===== src/rtl/rv32i_types.sv =====
// Shared types and helpers for the I/D cache memory arbiter.
package rv32i_types;

  localparam int CACHE_LINE_W = 256;

  typedef enum logic [1:0] {
    IDLE    = 2'd0,
    SERVE_I = 2'd1,
    SERVE_D = 2'd2,
    DONE    = 2'd3
  } arb_state_t;

  // Clears the line-offset bits of a byte address.
  function automatic logic [31:0] line_align(input logic [31:0] addr, input int unsigned offset_w);
    logic [31:0] mask_s;
    mask_s = 32'hFFFF_FFFF << offset_w;
    return addr & mask_s;
  endfunction

endpackage


===== src/rtl/arb_sat_counter.sv =====
// 32-bit event counter that sticks at its maximum value instead of wrapping.
module arb_sat_counter (
  input  logic        clk,
  input  logic        rst,
  input  logic        inc,
  output logic [31:0] count
);

  logic [31:0] count_r;

  // Count completion pulses, holding once the all-ones value is reached.
  always_ff @(posedge clk) begin
    if (rst) begin
      count_r <= 32'd0;
    end else if (inc && (count_r != 32'hFFFF_FFFF)) begin
      count_r <= count_r + 32'd1;
    end else begin
      count_r <= count_r;
    end
  end

  assign count = count_r;

endmodule


===== src/rtl/mem_arbiter.sv =====
// Arbitrates I-cache fills and D-cache fills/writebacks onto one physical memory port.
// Optional macro MEM_ARB_RR_EN selects round-robin instead of fixed D priority.
module mem_arbiter
  import rv32i_types::*;
#(
  parameter int LINE_W   = CACHE_LINE_W,
  parameter int OFFSET_W = 5
) (
  input  logic              clk,
  input  logic              rst,
  input  logic              i_read,
  input  logic [31:0]       i_address,
  output logic [LINE_W-1:0] i_rdata,
  output logic              i_resp,
  input  logic              d_read,
  input  logic              d_write,
  input  logic [31:0]       d_address,
  input  logic [LINE_W-1:0] d_wdata,
  output logic [LINE_W-1:0] d_rdata,
  output logic              d_resp,
  output logic              pmem_read,
  output logic              pmem_write,
  output logic [31:0]       pmem_address,
  output logic [LINE_W-1:0] pmem_wdata,
  input  logic [LINE_W-1:0] pmem_rdata,
  input  logic              pmem_resp,
  output logic [31:0]       i_grant_cnt,
  output logic [31:0]       d_grant_cnt
);

  arb_state_t  state_r;
  arb_state_t  state_s;
  logic [31:0] addr_r;
  logic        write_r;
  logic        grant_i_s;
  logic        grant_d_s;
  logic        d_req_s;

  assign d_req_s = d_read | d_write;

`ifdef MEM_ARB_RR_EN
  logic last_grant_r;  // 1'b0: D granted last, 1'b1: I granted last

  // Round-robin choice in IDLE; a lone requester always wins.
  always_comb begin
    grant_i_s = 1'b0;
    grant_d_s = 1'b0;
    if (state_r == IDLE) begin
      if (d_req_s && i_read) begin
        grant_i_s = ~last_grant_r;
        grant_d_s = last_grant_r;
      end else begin
        grant_d_s = d_req_s;
        grant_i_s = i_read & ~d_req_s;
      end
    end else begin
      grant_i_s = 1'b0;
      grant_d_s = 1'b0;
    end
  end

  // Remember which side won the most recent grant.
  always_ff @(posedge clk) begin
    if (rst) begin
      last_grant_r <= 1'b0;
    end else if (grant_i_s) begin
      last_grant_r <= 1'b1;
    end else if (grant_d_s) begin
      last_grant_r <= 1'b0;
    end else begin
      last_grant_r <= last_grant_r;
    end
  end
`else
  // Fixed priority in IDLE: D-cache ahead of I-cache.
  always_comb begin
    grant_i_s = 1'b0;
    grant_d_s = 1'b0;
    if (state_r == IDLE) begin
      grant_d_s = d_req_s;
      grant_i_s = i_read & ~d_req_s;
    end else begin
      grant_i_s = 1'b0;
      grant_d_s = 1'b0;
    end
  end
`endif

  // Next state and memory/response outputs; commands only leave the SERVE states.
  always_comb begin
    state_s      = state_r;
    pmem_read    = 1'b0;
    pmem_write   = 1'b0;
    pmem_address = 32'd0;
    pmem_wdata   = {LINE_W{1'b0}};
    i_resp       = 1'b0;
    d_resp       = 1'b0;
    i_rdata      = {LINE_W{1'b0}};
    d_rdata      = {LINE_W{1'b0}};
    case (state_r)
      IDLE: begin
        if (grant_d_s) begin
          state_s = SERVE_D;
        end else if (grant_i_s) begin
          state_s = SERVE_I;
        end else begin
          state_s = IDLE;
        end
      end
      SERVE_I: begin
        pmem_read    = 1'b1;
        pmem_address = addr_r;
        i_resp       = pmem_resp;
        i_rdata      = pmem_rdata;
        state_s      = pmem_resp ? DONE : SERVE_I;
      end
      SERVE_D: begin
        pmem_write   = write_r;
        pmem_read    = ~write_r;
        pmem_address = addr_r;
        pmem_wdata   = write_r ? d_wdata : {LINE_W{1'b0}};
        d_resp       = pmem_resp;
        d_rdata      = pmem_rdata;
        state_s      = pmem_resp ? DONE : SERVE_D;
      end
      DONE: begin
        state_s = IDLE;
      end
      default: begin
        state_s = IDLE;
      end
    endcase
  end

  // State register plus the address/operation captured at grant time.
  always_ff @(posedge clk) begin
    if (rst) begin
      state_r <= IDLE;
      addr_r  <= 32'd0;
      write_r <= 1'b0;
    end else begin
      state_r <= state_s;
      if (grant_d_s) begin
        addr_r  <= line_align(d_address, OFFSET_W);
        write_r <= d_write;
      end else if (grant_i_s) begin
        addr_r  <= line_align(i_address, OFFSET_W);
        write_r <= 1'b0;
      end else begin
        addr_r  <= addr_r;
        write_r <= write_r;
      end
    end
  end

  arb_sat_counter u_i_cnt (
    .clk   (clk),
    .rst   (rst),
    .inc   (i_resp),
    .count (i_grant_cnt)
  );

  arb_sat_counter u_d_cnt (
    .clk   (clk),
    .rst   (rst),
    .inc   (d_resp),
    .count (d_grant_cnt)
  );

endmodule


===== config.mk =====
export PLATFORM = sky130hd
export DESIGN_NAME = mem_arbiter
export DESIGN_NICKNAME = d
export VERILOG_FILES = /design/src/rtl/rv32i_types.sv /design/src/rtl/arb_sat_counter.sv /design/src/rtl/mem_arbiter.sv
export SDC_FILE = /design/constraint.sdc
export NUM_CORES = 1
export LEC_CHECK = 0
export BUFFER_PORTS_ARGS = -buffer_cell sky130_fd_sc_hd__buf_2
export CORE_AREA = 4 4 559 561
export DETAILED_ROUTE_END_ITERATION = 12
export DIE_AREA = 0 0 563 565
export SLEW_MARGIN = 20
export SYNTH_ARGS = -nofsm -noshare
export SYNTH_HDL_FRONTEND = slang
export SYNTH_HIERARCHICAL = 1
export SYNTH_SLANG_ARGS = --single-unit

===== constraint.sdc =====
create_clock -name clk -period 3 [get_ports clk]
set_input_delay 0.3 -clock clk [delete_from_list [all_inputs] [get_ports clk]]
set_output_delay 0.3 -clock clk [all_outputs]
set_load 0.02 [all_outputs]

==> run_results.csv, run 1 <==
group,metric,value,unit
sta,period_share,90.66,%
clock_network,post-cts-setup-buffer-count,0,
worst_setup_path,crit_start,"state_r[1]",
grt,grt_overflow,0,
worst_setup_path,cp-start-kind,"flip-flop",
floorplanning,die_w,563,um
worst_setup_path,critPathKind,"flip-flop to output pin",
grt,grt_start_max_net_pins,171,
worst_setup_path,cp_max_fo,126,
worst_setup_path,crit_required,2.70,ns
clock_network,worstSkewPairLatency,0.38,ns
yosys,synth_area_per_cell,6.960,um2
place,portBuffers,1434,
drt,via_per_inst,2.650,
clock_network,cts_max_level,3,
yosys,postSynth.asyncResetShare,0,%
cells_and_area,fillers,36630,
outcome,status,"finished clean",
cells_and_area,fin_cells,7002,
yosys,syn-cell-area,10380,um2
worst_setup_path,r2r_end,"u_i_cnt/count[5]",
grt,grt_pass1_vias,16390,
sta,fin_setup_tns,0,ns
clock_network,cts_tree,"yes",
yosys,syn_inst,1491,
worst_setup_path,endpoint,"i_rdata[88]",
clock_network,cts_inserted_buffers,9,
floorplanning,io_pins,1450,
floorplanning,start_util,3.371,%
clock_network,post_cts_resized,0,
drt,routed_wl,272400,um
grt,grt_usage,16.35,%
place,placedCellCount,6922,
worst_setup_path,arrival,2.42,ns
drt,drc,0,
clock_network,clockBufferDepth,2,
yosys,synth_warnings,6,
floorplanning,die_h,565,um
drt,num_vias,18560,
clock_network,clock-root-buffer,"clkbuf_16",
drt,ant_nets,0,
min_path,hold_depth,3,
drt,drtIter0Drc,1151,
clock_network,cts_hold_buf,0,
place,finalWeightedCongestion,0.9873,
cells_and_area,seqCellArea,1886,um2
min_path,hold_class,"primary input to flip-flop",
power_and_ir_drop,p_leak,0.01190,uW
sta,hold_viol,0,
yosys,synth_edf_count,0,
cells_and_area,final_net_count,3400,
sta,skew,0.006933,ns
drt,dr.pass1.iters,5,
cells_and_area,multi_input_area,7824,um2
sta,hold_slack,0.1800,ns
floorplanning,die_area,318100,um2
grt,grt_pass1_wl,307900,um
worst_setup_path,reg2reg_depth,6,
sta,drv_slew,0,
worst_setup_path,timing.rr.start,"u_i_cnt/count[13]",
drt,wl_per_cell,38.91,um
worst_setup_path,reg2reg_setup_slack,0.50,ns
cells_and_area,area_growth,128.0,%
sta,min_period,2.720,ns
sta,setup_viol_count_final,0,
floorplanning,core-area,307800,um2
power_and_ir_drop,powerDensity,385.7,nW/um2
sta,rsz0062_at_grt,"no",
yosys,synth_ff_type,"dfxtp_1",
yosys,ys_seq_elements,94,
floorplanning,rows,204,
run,max-cap-violations,0,
sta,tightest_slew,0.7999,ns
clock_network,clkSlewWorstSetupHoldPaths,0.08,ns
sta,slew-limit-headroom,46.67,%
place,hpwl,258000,um
clock_network,clkSinkCount,94,
cells_and_area,drive_gt1_share,54.15,%
power_and_ir_drop,vdd_drop_max,0.4755,mV
yosys,yosysUniqueCellTypes,51,
yosys,seq_area_frac_synth,18.13,%
sta,fmax,0.3677,GHz
worst_setup_path,cp-end-kind,"output pin",
grt,antenna_found_initial,334,
-- worst max-delay path, cell delays in order, from the launching register on --
cell     delay [ns]
dfxtp_1        0.34
inv_1          0.11
ha_4           0.15
buf_12         0.25
buf_12         0.36
and2_1         0.19
buf_2          0.30
-- stage by stage --
step / utilization (%) / setup WS (ns) / power [uW] / area (um2)
after floorplan: - / 0.2227 / 4144 / 10390
after global placement: 7.531 / 0.4813 / 7985 / 23180
after detailed placement: 7.531 / 0.4922 / 7993 / 23180
after CTS: 7.634 / 0.2739 / 9335 / 23500
after global routing: 7.647 / 0.1831 / 9563 / 23540
final: 7.686 / 0.2802 / 9125 / 23660
-- per-layer routing --
metal	wire length (um)	part of all wire, %	track usage [%]
met1	98890	36	17.54
met5	442	0.16	0.2083
met3	39210	14	9.877
met4	8165	3.0	2.924
met2	125700	46	27.68
-- cell type report --
| cell class | instances | share of cell area [%] |
|---|---|---|
| Timing Repair Buffer | 1465 | 35.06 |
| Multi-Input combinational cell | 1237 | 33.07 |
| Tap cell | 4120 | 21.79 |
| Sequential cell | 94 | 7.969 |
| Clock buffer | 11 | 1.074 |
| Antenna cell | 64 | 0.6769 |
| Clock inverter | 5 | 0.2697 |
| Inverter | 6 | 0.09519 |
-- state kept, by name (all words and copies together) (netlist names) --
name and cells:
write_r 1, state_r 2, u_d_cnt/count 32, u_i_cnt/count 32
addr_r 27
-- report_power, final --
| group | switching [uW] | total, uW | internal [uW] |
|---|---|---|---|
| clock network | 603 | 1310 | 708 |
| registers | 72.4 | 1400 | 1330 |
| logic | 4630 | 6410 | 1780 |
| total | 5310 | 9120 | 3820 |
-- cell usage after synthesis, types with 3 or more instances --
cell,count,area share (%)
o21ai_0,17,0.82
a21oi_1,45,2.2
nand4_1,20,1.2
nor2b_1,5,0.30
o31ai_1,24,1.7
a2111oi_0,4,0.34
nor3b_1,4,0.29
nor2_1,58,2.1
dfxtp_1,94,18
buf_4,8,0.58
and4_1,8,0.68
xnor2_1,12,1.0
nand2_1,75,2.7
or3_1,20,1.2
buf_2,17,0.82
buf_6,3,0.33
and3_1,262,16
or4_1,24,1.7
buf_8,3,0.43
a211oi_1,3,0.22
nand3_1,26,1.3
a311oi_1,5,0.42
clkbuf_1,126,4.6
nor4_1,8,0.48
a311oi_2,22,3.2
ha_1,5,0.60
and2_1,544,33
inv_1,6,0.22
nor3_1,5,0.24
-- worst min-delay path by stage --
stage	start	end
detailed placement	addr_r[10]	addr_r[10]
global route	i_address[10]	addr_r[10]
CTS	i_address[11]	addr_r[11]
floorplan	i_read	state_r[0]
global placement	addr_r[7]	addr_r[7]
finish	i_address[10]	addr_r[10]
-- cell usage in the layout, fill, tap and decap left out, types with 26 or more instances in the layout --
cell type | Yosys | final
and2_1 | 544 | 544
nand3_1 | 26 | 26
nor2_1 | 58 | 58
diode_2 | 0 | 64
and3_1 | 262 | 262
buf_12 | 0 | 61
nand2_1 | 75 | 75
dfxtp_1 | 94 | 93
buf_2 | 17 | 1385
a21oi_1 | 45 | 45
-- cells by family (layout without fill, tap and decap cells) --
family / after synthesis / count (layout) / share of synthesized area (%)
fa+ha+maj: 5 / 5 / 0.6028
compound gates: 132 / 132 / 10.22
other cells: 1 / 69 / 0.03614
simple gates: 1075 / 1075 / 62.21
flops: 94 / 94 / 18.13
mux: 6 / 6 / 0.6269
buf+inv: 164 / 1487 / 6.981
xor+xnor: 14 / 14 / 1.182
Power figures use the tool's default switching activity.
==> run 2: changes to the inputs <==
Settings changed: CORE_AREA 4 4 559 561 to 4 4 556 558, DIE_AREA 0 0 563 565 to 0 0 560 562, SYNTH_HIERARCHICAL 1 to unset.
==> run 2 against run 1 <==
Worst hold slack about the same. Sequential share of layout area is 0.26 points higher. Clock skew grew 0.0089 ns. Combinational power decreased by 41%. Cell area shrank 3.2%. Utilization down 0.16 points. Synthesized area is 4.4% lower. Final cell count fell by 2.3%. Clock-buffer cell count is 2 lower. Sequential power down 3%. Non-clock buffer count up 9. Wire length grew 1.5%. Largest cell class unchanged.
==> run_results.csv, run 2 <==
group,metric,value,unit
drt,num_vias,18110,
yosys,ys_seq_elements,94,
sta,drv_slew,0,
min_path,hold_class,"primary input to flip-flop",
power_and_ir_drop,p_leak,0.01186,uW
sta,min_period,2.830,ns
place,finalWeightedCongestion,0.9569,
yosys,synth_warnings,0,
yosys,synth_common_cells,"540 x and2_1, 259 x and3_1, 134 x clkbuf_1",
yosys,synth_edf_count,0,
yosys,synth_fa_ha_area_share,0.6304,%
yosys,synth_area_per_cell,6.840,um2
power_and_ir_drop,vdd_drop_max,0.5793,mV
drt,wl_per_cell,40.42,um
drt,drc,0,
clock_network,worstSkewPairLatency,0.41,ns
clock_network,clkSinkCount,94,
place,portBuffers,1434,
sta,slew-limit-headroom,41.37,%
floorplanning,start_util,3.259,%
power_and_ir_drop,power.total,6472,uW
yosys,synthMuxAreaShare,0.7690,%
worst_setup_path,arrival,2.53,ns
run,max-cap-violations,0,
yosys,seq_area_frac_synth,18.96,%
yosys,syn-cell-area,9925,um2
yosys,yosysUniqueCellTypes,57,
cells_and_area,area_growth,130.8,%
worst_setup_path,cp-end-kind,"output pin",
cells_and_area,mostFrequentLayoutCells,"1400 x buf_2, 540 x and2_1, 259 x and3_1, 93 x dfxtp_1, 57 x nor2_1",
worst_setup_path,cp-start-kind,"flip-flop",
sta,fmax,0.3534,GHz
drt,via_per_inst,2.647,
power_and_ir_drop,powerDensity,282.5,nW/um2
place,placedCellCount,6779,
sta,rsz0062_at_grt,"no",
yosys,synth_top_family_by_area,"simple AND/OR/NAND/NOR gates",
grt,grt_overflow,0,
clock_network,clockBufferDepth,2,
cells_and_area,drive_gt1_share,54.40,%
cells_and_area,fin_cells,6841,
worst_setup_path,critPathKind,"flip-flop to output pin",
yosys,yosysMostFrequentCell,"and2_1",
yosys,synth-compound-area-share,8.459,%
grt,grt_pass1_wl,314000,um
drt,routed_wl,276500,um
clock_network,clock-root-buffer,"clkbuf_16",
floorplanning,die_area,314700,um2
drt,ant_nets,0,
yosys,synth_ff_type,"dfxtp_1",
drt,drtIter0Drc,1071,
yosys,synth_area_leaders,"and2_1 34%, dfxtp_1 19%, and3_1 16%, clkbuf_1 5.1%, a21oi_1 2.3%",
outcome,status,"finished clean",
floorplanning,io_pins,1450,
grt,grt_usage,16.80,%
clock_network,clkSlewWorstSetupHoldPaths,0.09,ns
grt,antenna_found_initial,281,
yosys,synth_area_leader_cell,"and2_1",
sta,period_share,94.33,%
yosys,syn_inst,1451,
cells_and_area,final_net_count,3380,
floorplanning,core-area,304500,um2
sta,skew,0.01579,ns
yosys,postSynth.asyncResetShare,0,%
floorplanning,rows,203,
sta,hold_viol,0,
worst_setup_path,crit_required,2.70,ns
place,hpwl,262600,um
grt,grt_pass1_vias,17030,
grt,grt_start_max_net_pins,112,
worst_setup_path,cp_max_fo,65,
clock_network,cts_max_level,3,
sta,setup_viol_count_final,0,
floorplanning,die_w,560,um
floorplanning,die_h,562,um
clock_network,cts_inserted_buffers,9,
cells_and_area,fillers,36130,
clock_network,cts_tree,"yes",
cells_and_area,layout_commonest_cell,"buf_2",
sta,tightest_slew,0.8795,ns
drt,dr.pass1.iters,5,
yosys,synth.top_cell.area_share,34.04,%
clock_network,post-cts-setup-buffer-count,0,
yosys,yosys.area_share.simple,63.60,%
sta,fin_setup_tns,0,ns
yosys,synthXorXnorAreaFrac,1.059,%
==> run 2: cell type report <==
| type | instances | area (um2) | area share, % |
|---|---|---|---|
| antenna | 46 | 115.1 | 0.5025 |
| clock buffer | 9 | 225.2 | 0.9831 |
| clock inverter | 7 | 66.31 | 0.2895 |
| inverter | 14 | 52.55 | 0.2294 |
| multi-input combinational | 1200 | 7455 | 32.54 |
| sequential | 94 | 1886 | 8.231 |
| tap | 3997 | 5001 | 21.83 |
| timing repair buffer | 1474 | 8108 | 35.39 |
==> run 2: final timing paths <==
| check | from | to | slack, ns | cells after the start |
|---|---|---|---|---|
| min | d_write | write_r | 0.18 | 3 |
| min reg2reg | addr_r[27] | addr_r[27] | 0.49 | 2 |
| max reg2reg | state_r[0] | addr_r[24] | 0.36 | 6 |
| max | state_r[0] | d_rdata[123] | 0.17 | 6 |
==> run 2: where the power goes <==
part	switching (uW)	leakage, uW	internal (uW)
Combinational	2750	0.0110	1050
Clock	727	0.000143	588
Sequential	63.0	0.000766	1300
==> run 2: cell families after synthesis <==
logic type	Yosys count
and+or+nand+nor	1034
buffers and inverters	161
AOI/OAI and AO/OA	137
DFF	94
xor gates and xnor gates	12
muxes	7
adders and majority gates	5
other	1
==> run 2: metrics by stage <==
stage	cell area [um2]	utilization, %	setup slack (ns)	hold slack [ns]
final	22910	7.522	0.1700	0.1796
after global routing	22860	7.505	0.09299	0.1766
after CTS	22790	7.483	0.08855	0.1483
after detailed placement	22490	7.386	0.3460	0.4749
after global placement	22490	7.386	0.3869	0.4766
after floorplan	9940	-	0.7308	0.4405
==> run 2: repair_timing <==
item,4_1_cts,5_1_grt
hold buffers,0,0
setup endpoints to repair,3,1
endpoints found under the hold margin,0,0
gates resized for setup,1,1
==> run 2: critical path, stage by stage, from the launching register on <==
cell     delay [ns]
dfxtp_1        0.35
inv_1          0.13
ha_4           0.37
buf_12         0.27
buf_12         0.26
and2_1         0.17
buf_2          0.36
==> run 2: metal layers <==
layer / global-route usage, % / part of all wire, % / wire length [um] / up-vias
met2: 26.74 / 44 / 120800 / 1547
met5: 0 / 0.23 / 627 / -
met1: 19.95 / 40 / 111200 / 8322
li1: - / - / - / 7650
met4: 3.402 / 2.9 / 8104 / 92
met3: 9.027 / 13 / 35750 / 500
==> run 3: changes to the inputs <==
Clock period 3 ns to 2.8 ns, I/O delays scaled along.
==> run 3 against run 2 <==
Worst hold slack worse by 0.029 ns. Sequential share of layout area shrank 0.30 points. Register-to-register slack got worse by 0.15 ns. Critical endpoint is now d_rdata[35]. Clock-buffer cell count is the same. Flip-flop and latch count is the same. First-iteration DRC count rose by 6.8%. Non-clock buffer count is 3 lower. Die area stayed put. Cell area increased by 3.8%. Global-route usage hardly changed.
==> run_results.csv, run 3 (same netlist as run 2, synthesis figures left out) <==
group,metric,value,unit
power_and_ir_drop,switching_power,3761,uW
sta,tightest_slew,0.8609,ns
worst_setup_path,cp-start-kind,"flip-flop",
worst_setup_path,critPathKind,"flip-flop to output pin",
place,finalWeightedCongestion,0.9783,
worst_setup_path,critPathMaxStageDelay,0.34,ns
floorplanning,start_util,3.259,%
worst_setup_path,cpMaxStageDelayCell,"dfxtp_1",
drt,highest_layer,"met5",
place,hpwl,261900,um
cells_and_area,mostFrequentLayoutCells,"1342 x buf_2, 540 x and2_1, 259 x and3_1, 102 x buf_12, 93 x dfxtp_1",
drt,met1_length,109300,um
worst_setup_path,arrival,2.47,ns
floorplanning,io_pins,1450,
cells_and_area,fillers,36040,
sta,min_period,2.748,ns
drt,ant_nets,0,
grt,grt_start_max_net_pins,143,
drt,routed_wl,276500,um
drt,via_per_inst,2.676,
worst_setup_path,cp_num_buf_inv,4,
cells_and_area,final_net_count,3377,
power_and_ir_drop,pwr-share-clk,19.7,%
power_and_ir_drop,p_sw_share,53.74,%
cells_and_area,finalCoreUtilization,7.809,%
run,max-cap-violations,0,
worst_setup_path,cp-end-kind,"output pin",
drt,drtIter0Drc,1144,
grt,antenna_found_initial,290,
clock_network,clkSinkCount,94,
worst_setup_path,crit_required,2.52,ns
outcome,status,"finished clean",
cells_and_area,multi_input_area,7455,um2
worst_setup_path,cp_max_fo,87,
sta,hold_viol,0,
sta,skew,0.009929,ns
floorplanning,core-area,304500,um2
floorplanning,die_w,560,um
floorplanning,die_area,314700,um2
power_and_ir_drop,vdd_drop_max,0.6487,mV
cells_and_area,drive_gt1_share,54.35,%
drt,wl_per_cell,40.43,um
cells_and_area,area_growth,139.6,%
worst_setup_path,worst_path_dominant_cell_family,"buffers and inverters",
drt,met2WireLength,121500,um
clock_network,cts_inserted_buffers,9,
sta,setup_ws,0.05183,ns
grt,grt_overflow,0,
power_and_ir_drop,p_leak,0.01201,uW
clock_network,clkSlewWorstSetupHoldPaths,0.09,ns
power_and_ir_drop,seqPwrFrac,20.8,%
cells_and_area,layout_commonest_cell,"buf_2",
sta,slew-limit-headroom,42.61,%
cells_and_area,fin_cells,6840,
place,placedCellCount,6776,
sta,fin_setup_tns,0,ns
sta,setup_viol_count_final,0,
sta,period_share,98.15,%
power_and_ir_drop,combPwrFrac,59.5,%
floorplanning,rows,203,
clock_network,clock-root-buffer,"clkbuf_16",
sta,drv_slew,0,
grt,grt_usage,16.78,%
clock_network,worstSkewPairLatency,0.41,ns
clock_network,cts_tree,"yes",
clock_network,cts_hold_buf,0,
grt,grt_pass1_wl,313300,um
power_and_ir_drop,intPower,3237,uW
drt,dr.pass1.iters,5,
floorplanning,die_h,562,um
drt,num_vias,18310,
sta,rsz0062_at_grt,"no",
drt,wl_met3,37160,um
place,portBuffers,1434,
grt,grt_pass1_vias,16900,
power_and_ir_drop,powerDensity,294.3,nW/um2
place,dp_slack,0.2430,ns
cells_and_area,final_area,23780,um2
min_path,hold_class,"primary input to flip-flop",
clock_network,cts_max_level,3,
place,place_area,23370,um2
worst_setup_path,path_cells,"inv_1 > ha_4 > buf_16 > buf_12 > and2_1 > buf_2",
cells_and_area,seqCellArea,1886,um2
sta,fmax,0.3639,GHz
drt,drc,0,
clock_network,clockBufferDepth,2,
run 3: area by class of cell:
type / instances / area share, %
clock inverters: 7 / 0.2630
diodes: 48 / 0.5050
well taps: 3997 / 21.03
inverters: 14 / 0.2210
multi-input cells: 1200 / 31.34
repair buffers: 1471 / 37.76
clock buffers: 9 / 0.9470
flip-flops and latches: 94 / 7.928
run 3: final timing paths:
path	from	endpoint	slack, ns	depth (start not counted)
max	state_r[0]	d_rdata[35]	0.05	6
min	d_write	write_r	0.15	3
max reg2reg	state_r[0]	addr_r[25]	0.21	6
min reg2reg	addr_r[20]	addr_r[20]	0.49	2
run 3: routing by layer:
metal	track usage (%)	vias up
met3	9.664	528
met2	26.81	1577
met5	0	-
met1	19.51	8454
li1	-	7654
met4	3.250	92
run 3: repair_timing:
action                                  in CTS  in global routing
setup buffers                                0                  0
endpoints found under the setup margin       0                  1
resized for setup                            0                  1
run 3: worst reg2reg max path, stage by stage, from the launching register on:
cell and delay, ns:
dfxtp_1 0.34, inv_1 0.13, ha_1 0.30, nand2_1 0.14, or3_2 0.80, o22ai_1 0.63
nor3_1 0.11
run 3: metrics by stage:
step | hold slack (ns) | total power (uW)
3_5_place_dp | 0.4774 | 5773
4_1_cts | 0.1223 | 7194
6_report | 0.1503 | 6999
5_1_grt | 0.1868 | 7311
2_1_floorplan | 0.4205 | 2914
3_3_place_gp | 0.4766 | 5763
run 3: power groups by stage:
stage          combinational (uW)  clock [uW]  sequential [uW]
3_3_place_gp                 4270           0             1490
5_1_grt                      4390        1460             1460
2_1_floorplan                1470           0             1450
3_5_place_dp                 4280           0             1490
6_report                     4160        1380             1460
4_1_cts                      4300        1440             1460
